==> src/rtl/apu_pkg.sv <==
// Shared APU definitions: duty waveform table, envelope direction and default widths.
package apu_pkg;

  localparam int DEF_FREQ_W = 11;
  localparam int DEF_LEN_W  = 6;
  localparam int DEF_VOL_W  = 4;
  localparam int DEF_ENV_W  = 3;

  typedef enum logic {
    ENV_DOWN = 1'b0,
    ENV_UP   = 1'b1
  } env_dir_e;

  // Bit n of each entry is the waveform level at sequencer step n.
  localparam logic [3:0][7:0] DUTY_TABLE = {
    8'b01111110,
    8'b10000111,
    8'b10000001,
    8'b00000001
  };

  function automatic logic duty_bit(input logic [1:0] duty, input logic [2:0] step);
    logic [7:0] pat;
    pat = DUTY_TABLE[duty];
    return pat[step];
  endfunction

endpackage

==> src/rtl/apu_envelope.sv <==
// Volume envelope: period timer, up/down volume stepping and sticky saturation.
module apu_envelope
  import apu_pkg::*;
#(
  parameter int VOL_W = DEF_VOL_W,
  parameter int ENV_W = DEF_ENV_W
) (
  input  logic             clk,
  input  logic             rst_n,
  input  logic             load,
  input  logic             tick,
  input  logic [VOL_W-1:0] init,
  input  env_dir_e         dir,
  input  logic [ENV_W-1:0] period,
  output logic [VOL_W-1:0] vol
);

  localparam logic [VOL_W-1:0] VOL_MAX = '1;

  logic [VOL_W-1:0] vol_d, vol_q;
  logic [ENV_W-1:0] env_tmr_d, env_tmr_q;
  logic             sat_d, sat_q;

  always_ff @(posedge clk) begin
    if (!rst_n) begin
      vol_q     <= '0;
      env_tmr_q <= '0;
      sat_q     <= 1'b0;
    end else begin
      vol_q     <= vol_d;
      env_tmr_q <= env_tmr_d;
      sat_q     <= sat_d;
    end
  end

  // Once a step is refused at either rail, volume is frozen until the next load.
  always_comb begin
    vol_d     = vol_q;
    env_tmr_d = env_tmr_q;
    sat_d     = sat_q;
    if (load) begin
      vol_d     = init;
      env_tmr_d = period;
      sat_d     = 1'b0;
    end else if (tick && (period != '0)) begin
      if (env_tmr_q > ENV_W'(1)) begin
        env_tmr_d = env_tmr_q - ENV_W'(1);
      end else begin
        env_tmr_d = period;
        if (!sat_q) begin
          if (dir == ENV_UP) begin
            if (vol_q == VOL_MAX) sat_d = 1'b1;
            else                  vol_d = vol_q + VOL_W'(1);
          end else begin
            if (vol_q == '0) sat_d = 1'b1;
            else             vol_d = vol_q - VOL_W'(1);
          end
        end
      end
    end
  end

  assign vol = vol_q;

endmodule

==> src/rtl/pulse_channel.sv <==
// Square-wave APU channel: frequency timer, duty sequencer, length counter,
// volume envelope and an optional channel-1 style frequency sweep.
module pulse_channel
  import apu_pkg::*;
#(
  parameter int FREQ_W   = DEF_FREQ_W,
  parameter int LEN_W    = DEF_LEN_W,
  parameter int VOL_W    = DEF_VOL_W,
  parameter int ENV_W    = DEF_ENV_W,
  parameter int SWEEP_EN = 0
) (
  input  logic              amuk_4mhz,
  input  logic              napu_reset,
  input  logic              freq_ce,
  input  logic              len_tick,
  input  logic              env_tick,
  input  logic              sweep_tick,
  input  logic              trig,
  input  logic              len_load,
  input  logic [LEN_W-1:0]  len_data,
  input  logic              len_en,
  input  logic [1:0]        duty,
  input  logic [FREQ_W-1:0] freq,
  input  logic [VOL_W-1:0]  env_init,
  input  logic              env_up,
  input  logic [ENV_W-1:0]  env_period,
  input  logic [2:0]        sw_period,
  input  logic              sw_down,
  input  logic [2:0]        sw_shift,
  output logic [VOL_W-1:0]  out,
  output logic              active,
  output logic              dac_en,
  output logic [FREQ_W-1:0] sw_freq
);

  localparam logic [FREQ_W-1:0] FREQ_MAX   = '1;
  localparam logic [FREQ_W:0]   FREQ_LIMIT = {1'b0, FREQ_MAX};
  localparam logic [LEN_W:0]    LEN_FULL   = {1'b1, {LEN_W{1'b0}}};
  localparam logic [LEN_W:0]    LEN_ONE    = {{LEN_W{1'b0}}, 1'b1};

  logic [FREQ_W-1:0] tmr_d, tmr_q;
  logic [2:0]        step_d, step_q;
  logic [LEN_W:0]    len_cnt_d, len_cnt_q;
  logic              active_d, active_q;
  logic [VOL_W-1:0]  out_d, out_q;

  logic              dac_en_w;
  logic              trig_go;
  logic [FREQ_W-1:0] sw_freq_w;
  logic              sw_kill;
  logic [VOL_W-1:0]  vol;

  assign dac_en_w = (env_init != '0) || env_up;
  assign trig_go  = trig && dac_en_w;

  function automatic logic [FREQ_W:0] sweep_calc(input logic [FREQ_W-1:0] base,
                                                 input logic [2:0]        shift,
                                                 input logic              down);
    logic [FREQ_W:0] b;
    logic [FREQ_W:0] delta;
    b     = {1'b0, base};
    delta = b >> shift;
    return down ? (b - delta) : (b + delta);
  endfunction

  apu_envelope #(
    .VOL_W (VOL_W),
    .ENV_W (ENV_W)
  ) u_env (
    .clk    (amuk_4mhz),
    .rst_n  (napu_reset),
    .load   (trig_go),
    .tick   (env_tick && !trig_go),
    .init   (env_init),
    .dir    (env_dir_e'(env_up)),
    .period (env_period),
    .vol    (vol)
  );

  generate
    if (SWEEP_EN != 0) begin : g_sweep
      logic [FREQ_W-1:0] shadow_d, shadow_q;
      logic [3:0]        sw_tmr_d, sw_tmr_q;
      logic              sw_on_d, sw_on_q;
      logic [3:0]        sw_reload;
      logic [FREQ_W:0]   calc_a, calc_b;
      logic              kill;

      assign sw_reload = (sw_period != 3'd0) ? {1'b0, sw_period} : 4'd8;

      always_ff @(posedge amuk_4mhz) begin
        if (!napu_reset) begin
          shadow_q <= '0;
          sw_tmr_q <= '0;
          sw_on_q  <= 1'b0;
        end else begin
          shadow_q <= shadow_d;
          sw_tmr_q <= sw_tmr_d;
          sw_on_q  <= sw_on_d;
        end
      end

      // A successful sweep write is immediately re-checked against the new shadow.
      always_comb begin
        shadow_d = shadow_q;
        sw_tmr_d = sw_tmr_q;
        sw_on_d  = sw_on_q;
        calc_a   = '0;
        calc_b   = '0;
        kill     = 1'b0;
        if (trig_go) begin
          shadow_d = freq;
          sw_tmr_d = sw_reload;
          sw_on_d  = (sw_period != 3'd0) || (sw_shift != 3'd0);
          calc_a   = sweep_calc(freq, sw_shift, sw_down);
          if ((sw_shift != 3'd0) && (calc_a > FREQ_LIMIT)) kill = 1'b1;
        end else if (sweep_tick) begin
          if (sw_tmr_q > 4'd1) begin
            sw_tmr_d = sw_tmr_q - 4'd1;
          end else begin
            sw_tmr_d = sw_reload;
            if (sw_on_q && (sw_period != 3'd0)) begin
              calc_a = sweep_calc(shadow_q, sw_shift, sw_down);
              if (calc_a > FREQ_LIMIT) begin
                kill = 1'b1;
              end else if (sw_shift != 3'd0) begin
                shadow_d = calc_a[FREQ_W-1:0];
                calc_b   = sweep_calc(calc_a[FREQ_W-1:0], sw_shift, sw_down);
                if (calc_b > FREQ_LIMIT) kill = 1'b1;
              end
            end
          end
        end
      end

      assign sw_freq_w = shadow_q;
      assign sw_kill   = kill;
    end else begin : g_no_sweep
      logic unused_sweep;
      assign unused_sweep = ^{sweep_tick, sw_period, sw_down, sw_shift};
      assign sw_freq_w    = freq;
      assign sw_kill      = 1'b0;
    end
  endgenerate

  always_ff @(posedge amuk_4mhz) begin
    if (!napu_reset) begin
      tmr_q     <= '0;
      step_q    <= '0;
      len_cnt_q <= '0;
      active_q  <= 1'b0;
      out_q     <= '0;
    end else begin
      tmr_q     <= tmr_d;
      step_q    <= step_d;
      len_cnt_q <= len_cnt_d;
      active_q  <= active_d;
      out_q     <= out_d;
    end
  end

  // On trigger the timer loads freq directly: the sweep shadow takes the same value that edge.
  always_comb begin
    tmr_d     = tmr_q;
    step_d    = step_q;
    len_cnt_d = len_cnt_q;
    active_d  = active_q;
    if (trig_go) begin
      tmr_d    = freq;
      step_d   = 3'd0;
      active_d = 1'b1;
      if (len_cnt_q == '0) len_cnt_d = LEN_FULL;
    end else if (freq_ce) begin
      if (tmr_q == FREQ_MAX) begin
        tmr_d  = sw_freq_w;
        step_d = step_q + 3'd1;
      end else begin
        tmr_d = tmr_q + FREQ_W'(1);
      end
    end
    if (len_load) begin
      len_cnt_d = LEN_FULL - {1'b0, len_data};
    end else if (!trig_go && len_tick && len_en && (len_cnt_q != '0)) begin
      len_cnt_d = len_cnt_q - LEN_ONE;
      if (len_cnt_q == LEN_ONE) active_d = 1'b0;
    end
    if (sw_kill)   active_d = 1'b0;
    if (!dac_en_w) active_d = 1'b0;
  end

  always_comb begin
    out_d = '0;
    if (active_q && duty_bit(duty, step_q)) out_d = vol;
  end

  assign out     = out_q;
  assign active  = active_q;
  assign dac_en  = dac_en_w;
  assign sw_freq = sw_freq_w;

endmodule

==> config.mk <==
export PLATFORM = sky130hd
export DESIGN_NAME = pulse_channel
export DESIGN_NICKNAME = d
export VERILOG_FILES = /design/src/rtl/apu_pkg.sv /design/src/rtl/apu_envelope.sv /design/src/rtl/pulse_channel.sv
export SDC_FILE = /design/constraint.sdc
export NUM_CORES = 1
export LEC_CHECK = 0
export CORE_ASPECT_RATIO = 0.8
export CORE_MARGIN = 4
export CORE_UTILIZATION = 52
export DETAILED_ROUTE_END_ITERATION = 12
export PLACE_DENSITY = 0.86
export SETUP_SLACK_MARGIN = 0.15
export SLEW_MARGIN = 15
export SYNTH_ARGS = -nofsm -noshare
export SYNTH_HDL_FRONTEND = slang
export SYNTH_SLANG_ARGS = --single-unit
==> constraint.sdc <==
create_clock -name amuk_4mhz -period 5.2 [get_ports amuk_4mhz]
set_input_delay 0.52 -clock amuk_4mhz [delete_from_list [all_inputs] [get_ports amuk_4mhz]]
set_output_delay 0.52 -clock amuk_4mhz [all_outputs]
set_load 0.02 [all_outputs]
# ---- Word-level counts from Yosys, hierarchy flattened
# Index checks and enable logic that the tools add are counted.
dict set report word_totals {
  word_cells 81
  input_bits 43
  reg_bits 34
  out_inout_bits 17
}
dict set report op_classes {
  eq_ne 7
  n_reduce_logical 25
  bitwise 2
  add_sub_neg 7
  n_mux 29
  n_lt_le_gt_ge 3
}
# op count
set op_table {}
lappend op_table {{$mux 11} 3}
lappend op_table {{$mux 4} 7}
lappend op_table {{$mux 7} 4}
lappend op_table {{$bmux 8 s2} 1}
lappend op_table {{$add 11x1->11 const B} 1}
lappend op_table {{$eq 11x11->1 const B} 1}
lappend op_table {{$reduce_and 2->1} 5}
lappend op_table {{$mux 1} 9}
lappend op_table {{$mux 3} 3}
lappend op_table {{$reduce_bool 3->1} 3}
lappend op_table {{$mux 8} 1}
lappend op_table {{$eq 7x1->1 const B} 1}
lappend op_table {{$logic_and 1x1->1} 7}
lappend op_table {{$logic_not 7->1} 1}
lappend op_table {{$reduce_bool 7->1} 1}
lappend op_table {{$sub 7x1->7 const B} 1}
lappend op_table {{$sub 7x6->7 const A} 1}
lappend op_table {{$ne 3x3->1 const B} 2}
lappend op_table {{$reduce_and 5->1} 1}
lappend op_table {{$add 4x1->4 const B} 1}
lappend op_table {{$eq 4x4->1 const B} 1}
lappend op_table {{$logic_not 4->1} 1}
lappend op_table {{$lt 3x4->1 const B} 1}
lappend op_table {{$ne 2x2->1 const B} 2}
lappend op_table {{12 further kinds} 14}

# ---- Depth between registers and ports, before layout
# Gate-level depths: netlist of the first run.
dict set report depth {
  word_depth 9
  ltp_mapped 7
  depth_no_buf 7
}

# ---- By module
# Synthesis of the first run repeated with hierarchy kept, for this count alone.
dict set report unflattened {
  cells_unflattened 275
  hier_area_um2 2224.6
}
# module instances area_per_inst_um2 seq_area_each_um2 cells_each
set modules_own_cells {}
lappend modules_own_cells {pulse_channel 1 1667.8 520.5 213}
lappend modules_own_cells {apu_envelope 1 556.8 160.2 62}

# ---- Worst setup path before layout of the first run
# OpenSTA, ideal clock, no wires.
dict set report synth_timing {
  path_kind {input port to flip-flop}
  from {in env_init[1]}
  to {reg len_cnt_q[3]}
  cell_stages 6
  arrival_ns 2.330
  n_path_buf 1
  slack_ns 2.748
  t_required_ns 5.078
  setup_ns 0.122
  path_cell_list {or4_4 > o21a_4 > or3_1 > buf_2 > o41a_1 > o311a_1}
}
dict set report synth_between {
  elab_chain_cells 9
  elab_cells_between_ends 12
  classes_between {mux: 2; reduce/logical: 10}
}
# element line_no
set synth_rtl {}
lappend synth_rtl {{start, declared} pulse_channel.sv:24} ;# input logic [VOL_W-1:0] env_init,
lappend synth_rtl {{$reduce_bool 4->1 *} pulse_channel.sv:53} ;# assign dac_en_w = (env_init != '0) || env_up;
lappend synth_rtl {{$logic_or 1x1->1 *} pulse_channel.sv:53}
lappend synth_rtl {{$logic_and 1x1->1 *} pulse_channel.sv:54} ;# assign trig_go = trig && dac_en_w;
lappend synth_rtl {{$logic_not 1->1} pulse_channel.sv:183} ;# end else if (!trig_go && len_tick && len_en && (len_cnt_q != '0)) begin
lappend synth_rtl {{$logic_and 1x1->1 (3 in series)} pulse_channel.sv:183}
lappend synth_rtl {{$reduce_bool 3->1 (no source line) / $mux 7 (equally long branches)} n/a}
lappend synth_rtl {{$reduce_and 2->1 (no source line) / $mux 7 (equally long branches)} n/a}
lappend synth_rtl {{end signal, assigned} pulse_channel.sv:156} ;# len_cnt_q <= len_cnt_d;
lappend synth_rtl {{end, declared} pulse_channel.sv:43} ;# logic [LEN_W:0] len_cnt_d, len_cnt_q;
# Every way passes the cells marked *; elsewhere a longest branch is shown, timed or not.
# A chain may end at the register's enable or synchronous reset.

# ---- Worst setup path after layout of the first run
dict set report layout_timing {
  from {in env_init[1]}
  to {out dac_en}
}
dict set report layout_between {
  elab_chain_cells 2
}
# element line_no
set layout_rtl {}
lappend layout_rtl {{$reduce_bool 4->1} pulse_channel.sv:53}
lappend layout_rtl {{$logic_or 1x1->1} pulse_channel.sv:53}
lappend layout_rtl {{end, declared} pulse_channel.sv:32} ;# output logic dac_en,
# Every way passes these cells.

==> run metrics, run 1 <==
vias=2037; Synth Area in Compound Gates=21.06%; final hold violation count=0; crit start category=input port; Slew Viols, Final=0; # hold bufs at CTS=0; switching power=0.0002005 W; GRT Util Overall=20.30%; CTS root buffer=clkbuf_8; vias in the first global route=1889; slowest CP cell=or4_4; CTS buffer count=5; Max Cap Violations=0; total congestion overflow=0; Sequential Power Share=39.6%; Synth Area in Adders=7.373%; later-pin clock latency in the skew report=290 ps; hold path depth=2; Worst Hold Launch=u_env.sat_q; Post-synth ARST share=0%; internal power=0.0005478 W; hpwl dp=3.721 mm; # nets final=362; Hold WC Path Type=flop to flop; critical path peak fanout=3; combinational cell fraction of total power=20.9%; pre-CTS worst setup slack=2188 ps; Net Count, Synth=322; outcome=finished clean; Synth Instances=267; Routed WL=5.036 mm; sequential area share after synthesis=31.83%; switch share=26.79%; die area=5208 sq um; Synth Register Bits=34; Fmax=346.0 MHz; clock slew at reported path FFs=70 ps; WHS=491.4 ps; Avg Cell Area, Syn=8.009 sq um; post-synthesis mux area share=4.857%; initial antenna violation count=0; Critical Path RT=4680 ps; fin cells=363; CP arrival=2370 ps; placed cells=355; reg2reg path depth=5; CTS tree=done; R2R Setup Slk=2960 ps; H-tree depth=2; XOR/XNOR Fraction of Synth Area=3.686%; main combinational cell family by area after synthesis=simple AND/OR/NAND/NOR gates; io pins=60; YS warnings=0; pwr dens=271.8 nW/um^2; Worst path max stage delay=570 ps; Post-synth top flop=dfxtp_1; router iterations before antenna repair=4; CP endpoint kind=output port; number of diodes=0; Worst Max-Slew Pin Slew=1074 ps; unrepaired setup endpoints after global routing=no; CTS Sinks=34; core area=3879 sq um; Netlist Area Pre-Place=2138 sq um; layout cells sized above 1=5.519%; crit path kind=input port to output port; worst setup path startpoint=env_init[1]; global-route wire length before repair=8.411 mm; setup slack after layout=2310 ps; Die X=79.70 um; # setup viols final=0; EDFF count, synth=0; RR Endpoint=tmr_q[10]; Post-Route Skew=7.559 ps; reg-to-reg critical path startpoint=tmr_q[0]; Leakage=1.087 nW; end of the worst hold path=u_env.sat_q; relative slew slack=27.72%; crit-path most repeated cell=clkdlybuf4s50_1; power share of the clock group=39.4%; antenna-violating nets left=0; post_cts resized=0; detailed router's first-iteration violation count=81; largest net degree at the start of global routing=31; Synth Area in Simple Gates=23.05%; FP Rows=20; VDD IR max=0.1907 mV; Synth-to-Final Area Change=28.73%; Unique masters post-synth=49; final clock period utilization by the worst path=55.57%; worst path cell trace=clkdlybuf4s50_1 > or4_4 > or2_2 > clkdlybuf4s50_1; Setup TNS=0 ps; Chip Height=65.36 um; minimum clock period=2890 ps; Vias/cell=5.612; DR WL/cell=13.87 um; postcts setup bufs=0; GPL Wtd Cong=0.9169; drc violations=0; # fillers=331; Initial Util=55.13%; CTS max path bufs=2; Port Buf Inserts=51
[worst max-delay path: cells and delay by family]
| kind | cells | cell delay (ps) |
|---|---|---|
| AND/OR/NAND/NOR | 2 | 890 |
| buffers and inverters | 2 | 960 |
[placed cells by master, fill, tap and decap left out, types with 4 or more instances in the layout]
cell and count:
clkdlybuf4s50_1 51, dfxtp_1 34, nand2_1 31, nor2_1 22, inv_1 15, a21oi_1 15
o21ai_0 12, nand3_1 11, ha_1 11, nor3_1 9, nor4_1 8, o22ai_1 7
mux2i_1 7, xor2_1 5, clkbuf_8 5, xnor2_1 4, o311a_1 4, o31ai_1 4
[cell type report]
cell class                 count  area (sq um)  area share (%)
clock inverter                 3         68.82           2.500
inverter                      15         56.30           2.045
tap                           55         68.82           2.500
clock buffer                   5         68.82           2.500
multi-input combinational    198          1284           46.64
sequential                    34         680.7           24.73
timing repair buffer          53         525.5           19.09
[state kept, by name (all words and copies together) (netlist names)]
| name | count |
|---|---|
| active | 1 |
| len_cnt_q | 7 |
| out | 4 |
| step_q | 3 |
| tmr_q | 11 |
| u_env.env_tmr_q | 3 |
| u_env.sat_q | 1 |
| u_env.vol | 4 |
[routing by layer]
| metal | track usage [%] | up-vias | part of all wire, % | wire length (um) |
|---|---|---|---|---|
| met5 | 0 | - | 0 | 0 |
| met4 | 7.296 | 0 | 0.75 | 38 |
| met3 | 5.479 | 4 | 7.5 | 380 |
| met2 | 32.71 | 75 | 46 | 2339 |
| met1 | 26.03 | 914 | 45 | 2278 |
| li1 | - | 1044 | - | - |
[power groups by stage]
stage	Sequential, W	Combinational [W]	Clock (W)
2_1_floorplan	0.000299	0.0000993	0
3_3_place_gp	0.000301	0.000149	0
3_5_place_dp	0.000302	0.000154	0
4_1_cts	0.000296	0.000156	0.000300
5_1_grt	0.000300	0.000173	0.000312
6_report	0.000297	0.000157	0.000295
[logic make-up after synthesis]
group,count (synthesis)
AO/OA/AOI/OAI,66
buffers and inverters,35
adder cells (fa/ha/maj),12
multiplexers,10
AND/OR/NAND/NOR,101
XOR/XNOR,9
flip-flops,34
[worst max path at each step]
stage                         endpoint  cells past startpoint
final                           dac_en                      4
after global placement    len_cnt_q[3]                      6
after CTS                       dac_en                      4
after detailed placement  len_cnt_q[3]                      6
after global routing            dac_en                      4
after floorplan           len_cnt_q[3]                      6
[Yosys cell counts, types with 5 or more instances]
library cell	n	area [sq um]
a21oi_1	15	75.07
buf_4	11	82.58
clkbuf_1	8	30.03
dfxtp_1	34	680.7
ha_1	11	137.6
inv_1	15	56.30
mux2i_1	7	70.07
nand2_1	31	116.4
nand3_1	11	55.05
nor2_1	22	82.58
nor3_1	9	45.04
nor4_1	8	50.05
o21ai_0	12	60.06
o22ai_1	7	43.79
xor2_1	5	43.79
[through the flow]
stage	power [W]	instance area, sq um	util, %
6_report	0.0007482	2753	70.97
2_1_floorplan	0.0003984	2138	-
5_1_grt	0.0007848	2753	70.97
3_3_place_gp	0.0004507	2615	67.42
3_5_place_dp	0.0004559	2615	67.42
4_1_cts	0.0007521	2753	70.97
Note: power is estimated with default switching activity, not from simulation.
==> inputs of run 2 (changes only) <==
--- a/config.mk
+++ b/config.mk
@@ -7,9 +7,9 @@
 export LEC_CHECK = 0
 export CORE_ASPECT_RATIO = 0.8
 export CORE_MARGIN = 4
-export CORE_UTILIZATION = 52
+export CORE_UTILIZATION = 48
 export DETAILED_ROUTE_END_ITERATION = 12
-export PLACE_DENSITY = 0.86
+export PLACE_DENSITY = 0.8
 export SETUP_SLACK_MARGIN = 0.15
 export SLEW_MARGIN = 15
 export SYNTH_ARGS = -nofsm -noshare
==> constraint.sdc (replaced) <==
create_clock -name amuk_4mhz -period 2.9 [get_ports amuk_4mhz]
set_input_delay 0.29 -clock amuk_4mhz [delete_from_list [all_inputs] [get_ports amuk_4mhz]]
set_output_delay 0.29 -clock amuk_4mhz [all_outputs]
set_load 0.02 [all_outputs]
==> run 2 against run 1 <==
Routed wire length grew 0.73%; power grew 58%; global-route usage shrank 1.2 points; combinational power grew 82%; worst setup slack lost 1900 ps; first-iteration DRC count grew 73%; die area grew 7.4%; flip-flop and latch count is the same; cell count grew 2.2%; clock skew shrank 1.6 ps.
==> run metrics, run 2 (synthesis results as in run 1) <==
minimum clock period=2440 ps; commonest non-fill, non-tap cell in the layout=clkdlybuf4s50_1; Setup TNS=0 ps (unchanged); drc violations=0 (unchanged); Routed WL=5.073 mm (+0.73%); Port Buf Inserts=51 (unchanged); final clock period utilization by the worst path=84.13%; Critical Path RT=2610 ps (-2070 ps); later-pin clock latency in the skew report=290 ps (about the same); Hold WC Path Type=flop to flop; slowest CP cell=or4_4; # setup viols final=0 (unchanged); CTS buffer count=5 (unchanged); met2 GRT Util=31.70% (-1.0 points); Chip Height=67.70 um (+3.6%); largest registers=tmr_q: 11 flops, len_cnt_q: 7 flops; GRT Util Overall=19.07% (-1.2 points); Final Power=0.001184 W (+58%); crit start category=input port; largest net degree at the start of global routing=20 (-35%); Slew Viols, Final=0 (unchanged); postcts setup bufs=0 (unchanged); CTS tree=done; Largest register FFs=11 (unchanged); placed cells=363 (+2.3%); Most Crowded Layer GR=met2; Leakage=1.098 nW (+0.98%); initial antenna violation count=0 (unchanged); Worst Max-Slew Pin Slew=630.6 ps (-443.6 ps); H-tree depth=2 (unchanged); total congestion overflow=0 (unchanged); Vias/cell=5.596 (-0.28%); Top reg by flops=tmr_q; # nets final=368 (+1.7%); worst path cell trace=clkdlybuf4s50_1 > or4_4 > or2_2 > clkdlybuf4s50_1; layout cells sized above 1=7.006% (+1.5 points); post_cts resized=0 (unchanged); GR Util met1=23.99% (-2.0 points); GPL Wtd Cong=0.9163 (about the same); CP arrival=2150 ps (-220 ps); global-route wire length before repair=8.259 mm (-1.8%); final core utilization=65.10% (-5.9 points); CTS Sinks=34 (unchanged); unrepaired setup endpoints after global routing=no; router iterations before antenna repair=4 (unchanged); die area=5593 sq um (+7.4%); Synth-to-Final Area Change=28.79% (about the same); vias=2076 (+1.9%); met3 usage=4.400% (-1.1 points); final hold violation count=0 (unchanged); number of diodes=0 (unchanged); detailed router's first-iteration violation count=140 (+73%); most frequent cells in the layout=clkdlybuf4s50_1 (51), dfxtp_1 (34), nand2_1 (31); CP endpoint kind=output port; vias in the first global route=1918 (+1.5%); hpwl dp=3.876 mm (+4.1%); Die X=82.62 um (+3.7%); VDD IR max=0.2343 mV (+23%); FP Rows=21 (+5.0%); CTS max path bufs=2 (unchanged); antenna-violating nets left=0 (unchanged); crit-path most repeated cell=clkdlybuf4s50_1; io pins=60 (unchanged); critical path peak fanout=3 (unchanged); Initial Util=50.55% (-4.6 points); outcome=finished clean; pwr dens=429.9 nW/um^2 (+58%); Worst path max stage delay=570 ps (about the same); core area=4230 sq um (+9.1%); fin cells=371 (+2.2%); Fmax=409.9 MHz; Post-Route Skew=5.967 ps (-1.592 ps); crit path kind=input port to output port; relative slew slack=57.57% (+30 points); DP Area=2663 sq um (+1.8%); Max Cap Violations=0 (unchanged); # hold bufs at CTS=0 (unchanged); DR WL/cell=13.67 um (-1.4%); clock slew at reported path FFs=70 ps (about the same); CTS root buffer=clkbuf_8; post-route design area=2754 sq um (about the same)
-- run 2: critical path, delay by kind of cell --
family | cells | cell delay [ps]
buffers and inverters | 2 | 990
AND/OR/NAND/NOR | 2 | 870
-- run 2: path summary, 6_finish.rpt --
kind | startpoint | to | slack [ps] | cells after the start
worst max register to register | len_cnt_q[0] | len_cnt_q[3] | 790 | 6
worst min-delay path | u_env.sat_q | u_env.sat_q | 480 | 2
worst max-delay path | env_init[1] | dac_en | 460 | 4
worst min register to register | u_env.sat_q | u_env.sat_q | 480 | 2
-- run 2: power breakdown --
part | internal (W) | leakage, nW | switching [W] | total (W)
registers | 0.000499 | 0.280 | 0.0000342 | 0.000533
logic | 0.000145 | 0.769 | 0.000141 | 0.000286
clock network | 0.000192 | 0.0482 | 0.000174 | 0.000365
-- run 2: cell type report --
type / instances / area, sq um
clock buffers: 7 / 86.33
clock inverters: 1 / 5.005
fillers: 364 / 1476
inverters: 15 / 56.30
multi-input cells: 198 / 1284
flip-flops and latches: 34 / 680.7
well taps: 57 / 71.32
repair buffers: 59 / 570.5
-- run 2: stage by stage --
| step | setup WS [ps] | hold WS [ps] |
|---|---|---|
| global placement | 191.2 | 448.4 |
| detailed placement | 181.1 | 473.3 |
| CTS | 462.8 | 484.9 |
| global route | 407.9 | 527.0 |
| floorplan | 678.2 | 420.3 |
| finish | 460.2 | 478.6 |
-- run 2: routing by layer --
| layer | vias to the layer above | routed length [um] |
|---|---|---|
| met5 | - | 0 |
| met4 | 0 | 60 |
| met3 | 6 | 362 |
| met2 | 73 | 2340 |
| met1 | 944 | 2309 |
| li1 | 1053 | - |
